===== src/rtl/odd_parity_frame_rx.sv =====
// Serial frame receiver: start bit, DATA_W data bits (LSB first), one parity
// bit and one stop bit. The captured data/parity pair is handed downstream
// with a one-cycle frame_valid strobe. A low stop bit gives a one-cycle
// frame_err strobe instead. Parity is deliberately not evaluated here.
module odd_parity_frame_rx #(
   parameter int DATA_W       = 4,
   parameter int CLKS_PER_BIT = 4
) (
   input  logic              clk,
   input  logic              rst,
   input  logic              rx_in,
   output logic [DATA_W-1:0] data_out,
   output logic              parity_out,
   output logic              frame_valid,
   output logic              frame_err,
   output logic              busy
);

   localparam int CNT_W = (CLKS_PER_BIT > 2) ? $clog2(CLKS_PER_BIT) : 1;
   localparam int IDX_W = (DATA_W > 1) ? $clog2(DATA_W) : 1;

   localparam logic [CNT_W-1:0] HALF_LAST = CNT_W'(CLKS_PER_BIT / 2 - 1);
   localparam logic [CNT_W-1:0] FULL_LAST = CNT_W'(CLKS_PER_BIT - 1);
   localparam logic [IDX_W-1:0] IDX_LAST  = IDX_W'(DATA_W - 1);

   typedef enum logic [2:0] {
      IDLE,
      START,
      DATA,
      PARITY,
      STOP,
      WAIT_IDLE
   } state_t;

   state_t state_q, state_d;

   logic              sync1_q;
   logic              rxS_q;
   logic [CNT_W-1:0]  bitCnt_q, bitCnt_d;
   logic [IDX_W-1:0]  bitIdx_q, bitIdx_d;
   logic [DATA_W-1:0] shiftReg_q, shiftReg_d;
   logic              parityBit_q, parityBit_d;
   logic [DATA_W-1:0] dataOut_q, dataOut_d;
   logic              parityOut_q, parityOut_d;
   logic              frameValid_q, frameValid_d;
   logic              frameErr_q, frameErr_d;
   logic              sampleNow;

   // Two-flop synchroniser; the line idles high so reset loads ones.
   always_ff @(posedge clk) begin
      if (rst) begin
         sync1_q <= 1'b1;
         rxS_q   <= 1'b1;
      end else begin
         sync1_q <= rx_in;
         rxS_q   <= sync1_q;
      end
   end

   // State register.
   always_ff @(posedge clk) begin
      if (rst) begin
         state_q <= IDLE;
      end else begin
         state_q <= state_d;
      end
   end

   // Next-state logic; the start bit is sampled mid-bit, later bits one full bit period apart.
   always_comb begin
      state_d   = state_q;
      sampleNow = 1'b0;
      case (state_q)
         IDLE: begin
            if (!rxS_q) state_d = START;
         end
         START: begin
            sampleNow = (bitCnt_q == HALF_LAST);
            if (sampleNow) state_d = rxS_q ? IDLE : DATA;
         end
         DATA: begin
            sampleNow = (bitCnt_q == FULL_LAST);
            if (sampleNow && (bitIdx_q == IDX_LAST)) state_d = PARITY;
         end
         PARITY: begin
            sampleNow = (bitCnt_q == FULL_LAST);
            if (sampleNow) state_d = STOP;
         end
         STOP: begin
            sampleNow = (bitCnt_q == FULL_LAST);
            if (sampleNow) state_d = rxS_q ? IDLE : WAIT_IDLE;
         end
         WAIT_IDLE: begin
            if (rxS_q) state_d = IDLE;
         end
         default: state_d = IDLE;
      endcase
   end

   // Datapath and output next values: counters, shift register, strobes and the held frame.
   always_comb begin
      bitCnt_d     = bitCnt_q + CNT_W'(1);
      bitIdx_d     = bitIdx_q;
      shiftReg_d   = shiftReg_q;
      parityBit_d  = parityBit_q;
      frameValid_d = 1'b0;
      frameErr_d   = 1'b0;
      if ((state_d != state_q) || sampleNow) begin
         bitCnt_d = '0;
      end
      if ((state_q == START) && (state_d == DATA)) begin
         bitIdx_d = '0;
      end
      if ((state_q == DATA) && sampleNow) begin
         shiftReg_d[bitIdx_q] = rxS_q;
         bitIdx_d             = bitIdx_q + IDX_W'(1);
      end
      if ((state_q == PARITY) && sampleNow) begin
         parityBit_d = rxS_q;
      end
      if ((state_q == STOP) && sampleNow) begin
         frameValid_d = rxS_q;
         frameErr_d   = !rxS_q;
      end
      dataOut_d   = frameValid_d ? shiftReg_q : dataOut_q;
      parityOut_d = frameValid_d ? parityBit_q : parityOut_q;
   end

   // Datapath and registered output storage; reset discards any partial frame.
   always_ff @(posedge clk) begin
      if (rst) begin
         bitCnt_q     <= '0;
         bitIdx_q     <= '0;
         shiftReg_q   <= '0;
         parityBit_q  <= 1'b0;
         dataOut_q    <= '0;
         parityOut_q  <= 1'b0;
         frameValid_q <= 1'b0;
         frameErr_q   <= 1'b0;
      end else begin
         bitCnt_q     <= bitCnt_d;
         bitIdx_q     <= bitIdx_d;
         shiftReg_q   <= shiftReg_d;
         parityBit_q  <= parityBit_d;
         dataOut_q    <= dataOut_d;
         parityOut_q  <= parityOut_d;
         frameValid_q <= frameValid_d;
         frameErr_q   <= frameErr_d;
      end
   end

   assign data_out    = dataOut_q;
   assign parity_out  = parityOut_q;
   assign frame_valid = frameValid_q;
   assign frame_err   = frameErr_q;
   assign busy        = (state_q != IDLE);

endmodule


===== config.mk =====
export PLATFORM = sky130hd
export DESIGN_NAME = odd_parity_frame_rx
export DESIGN_NICKNAME = d
export VERILOG_FILES = /design/src/rtl/odd_parity_frame_rx.sv
export SDC_FILE = /design/constraint.sdc
export NUM_CORES = 1
export LEC_CHECK = 0
export CAP_MARGIN = 40
export CELL_PAD_IN_SITES_DETAIL_PLACEMENT = 1
export CELL_PAD_IN_SITES_GLOBAL_PLACEMENT = 2
export CORE_ASPECT_RATIO = 0.75
export CORE_UTILIZATION = 31
export CTS_BUF_LIST = sky130_fd_sc_hd__clkbuf_2 sky130_fd_sc_hd__clkbuf_4 sky130_fd_sc_hd__clkbuf_8
export DETAILED_ROUTE_END_ITERATION = 8
export HOLD_SLACK_MARGIN = 0.06
export PLACE_DENSITY_LB_ADDON = 0.2
export SYNTH_ARGS = -nofsm -noshare
export SYNTH_HDL_FRONTEND = slang
export SYNTH_SLANG_ARGS = --single-unit

===== constraint.sdc =====
create_clock -name clk -period 1.49 [get_ports clk]
set_input_delay 0.298 -clock clk [delete_from_list [all_inputs] [get_ports clk]]
set_output_delay 0.298 -clock clk [all_outputs]
set_load 0.02 [all_outputs]

==> reports/metrics.yaml <==
run_status:
  run_status: "finished with violations"
  violations: "negative setup slack"
clocking:
  cts_tree: "built"
  ctsRootBufferMaster: "clkbuf_8"
  htreeDepth: 1
  clock-sinks: 21
  cts_buffers: 3
  cts.clk_slew.worst_paths_ns: 0.07
  clkLatencyLatePin_ns: 0.26
  clockBufferDepth: 2
  hold_buffers: 0
setup_path:
  critPathKind: "register to register"
  required_ns: 1.68
  reg2reg_setup_slack_ns: -0.02
  crit_arrival_ns: 1.70
  startpoint_type: "register"
  r2r_start: "bitCnt_q[1]"
  reg2reg_depth: 6
  r2r_end: "bitCnt_q[1]"
  cp_max_fo: 3
  crit_path_end_kind: "register"
final_layout:
  final_cell_mix: "nand2_1, dfxtp_1, buf_4, a21oi_1, nand3_1"
  syn2layout_area_growth_pct: 39.4
  antenna-diode-count: 0
  fill_cells: 349
  finalNetCount: 155
  final_area_um2: 1420
  drive_gt1_share_pct: 29.2
placement:
  finalWeightedCongestion: 0.751
  place.detailed.hpwl_um: 1830
  placed_area_um2: 1240
  portBuffers: 10
synth:
  synth_area_leaders: "dfxtp_1, ha_1, nand2_1"
  synth_area_per_cell_um2: 8.57
  synthCells: 119
  synth-seq-cells: 21
  synth_top_cell_by_area: "dfxtp_1"
  synth-main-ff-cell: "dfxtp_1"
  netlist.area_leader.share_pct: 41.2
  synth-seq-area-share_pct: 41.2
  ys_warn_count: 0
  async_flop_share_pct: 0
  ys_types: 28
  syn-num-nets: 129
  synth_edf_count: 0
  syn-cell-area_um2: 1020
timing:
  period_share_pct: 101
  tightest_slew_ns: 0.348
  drv_slew: 0
  finClkSkew_ns: 0.000438
  setup_violations: 2
  fin_setup_tns_ns: -0.0291
  hold_viol_final: 0
  holdWs_ns: 0.414
  period_needed_ns: 1.51
  setup_slack_ns: -0.0159
  relSlewSlack_pct: 76.8
  rsz0062_at_grt: "yes"
  max_freq_mhz: 664
global_routing:
  grt_usage_pct: 16.0
  grt_pass1_vias: 857
  antenna_found_initial: 0
  gr-total-overflow: 0
  grt_pass1_wl_um: 4140
  grt_max_degree: 13
run:
  max_cap_viol_count: 0
detailed_routing:
  drt_iter0_markers: 51
  vias: 921
  drc: 0
  via_per_inst: 5.06
  firstDrtPassIters: 4
  finalWirelength_um: 2520
  drt.antenna.violating_nets: 0
  avgRoutedWirePerCell_um: 13.9
floorplanning:
  io_pins: 11
  die-area_um2: 3530
  core_area_um2: 3040
  die_height_um: 51.7
  rows: 17
  die_w_um: 68.2
  initial_utilization_pct: 33.5
power:
  p_per_area_nw_per_um2: 797
  p_leak_nw: 0.577
  ir_drop_mv: 0.341
min_path:
  hold_depth: 1
  hp-start: "sync1_q"
  worstHoldEndpoint: "rxS_q"
  hp-class: "register to register"
## critical path, cell delays in order, from the launching register on
cell     delay (ns)
dfxtp_2        0.34
buf_4          0.13
ha_4           0.15
or3b_4         0.38
a31oi_4        0.22
nand2_2        0.09
o21ai_2        0.13
## through the flow
stage / power, mW / worst slack [ns] / util, % / instances
after floorplan: 0.671 / 0.0117 / - / 119
after global placement: 0.722 / -0.0121 / 40.8 / 174
after detailed placement: 0.728 / -0.0678 / 40.8 / 174
after CTS: 1.12 / -0.00336 / 43.5 / 180
after global routing: 1.20 / -0.0881 / 46.7 / 182
final: 1.13 / -0.0159 / 46.7 / 182
## layout make-up
| class | instances | area (um2) | area share [%] |
|---|---|---|---|
| Clock buffer | 3 | 41.3 | 2.90 |
| Clock inverter | 1 | 5.00 | 0.352 |
| Inverter | 3 | 11.3 | 0.792 |
| Multi-Input combinational cell | 87 | 643 | 45.2 |
| Sequential cell | 21 | 425 | 29.9 |
| Tap cell | 38 | 47.5 | 3.35 |
| Timing Repair Buffer | 29 | 248 | 17.4 |
## worst max path at each step
stage / startpoint / end / slack, ns / cells past startpoint
2_1_floorplan: bitCnt_q[0] / bitCnt_q[0] / 0.01 / 6
3_3_place_gp: bitCnt_q[1] / bitCnt_q[1] / -0.01 / 6
3_5_place_dp: bitCnt_q[1] / bitCnt_q[0] / -0.07 / 6
4_1_cts: bitCnt_q[0] / bitCnt_q[1] / -0.003 / 5
5_1_grt: bitCnt_q[1] / bitCnt_q[1] / -0.09 / 6
6_report: bitCnt_q[1] / bitCnt_q[1] / -0.02 / 6
## registers in the layout, summed over array words and instances, names as in the netlist
signal / count
frame_valid: 1
state_q: 3
sync1_q: 1
data_out: 4
frame_err: 1
rxS_q: 1
parity_out: 1
bitCnt_q: 2
shiftReg_q: 4
parityBit_q: 1
bitIdx_q: 2
## synth_stat cells (2+ instances only)
cell type   n
or3b_1      2
ha_1        7
or2_1       2
nor2_1      7
buf_2       3
a21oi_1    14
o21ai_1     2
nand3_1    12
nand4b_1    3
and4bb_1    3
inv_1       3
o21ai_0     2
clkbuf_1    4
dfxtp_1    21
nand2_1    21
## per-layer routing
layer	up-vias	share of wire (%)	wire (um)	track usage (%)
met2	11	49	1250	26.5
li1	457	-	-	-
met1	451	47	1190	20.5
met5	-	0	0	0
met3	2	3.1	79	4.61
met4	0	0.28	7	3.13
## cell families after synthesis
group,count (synthesis),share of synthesized area (%)
buf+inv,11,5.15
fa+ha+maj,7,8.59
compound gates,22,13.6
simple gates,57,30.4
mux,1,0.982
flops,21,41.2
## power breakdown
part / switching (mW) / internal (mW) / total, mW
Clock: 0.183 / 0.186 / 0.369
Combinational: 0.0755 / 0.0905 / 0.166
Sequential: 0.0197 / 0.578 / 0.597
Total: 0.278 / 0.854 / 1.13
## timing repair
action                     in CTS  in global routing
pin swaps                       3                  8
buffers inserted                2                  2
setup endpoints to repair       8                  9
resized for setup              16                 21
Note: power is estimated with default switching activity, not from simulation.
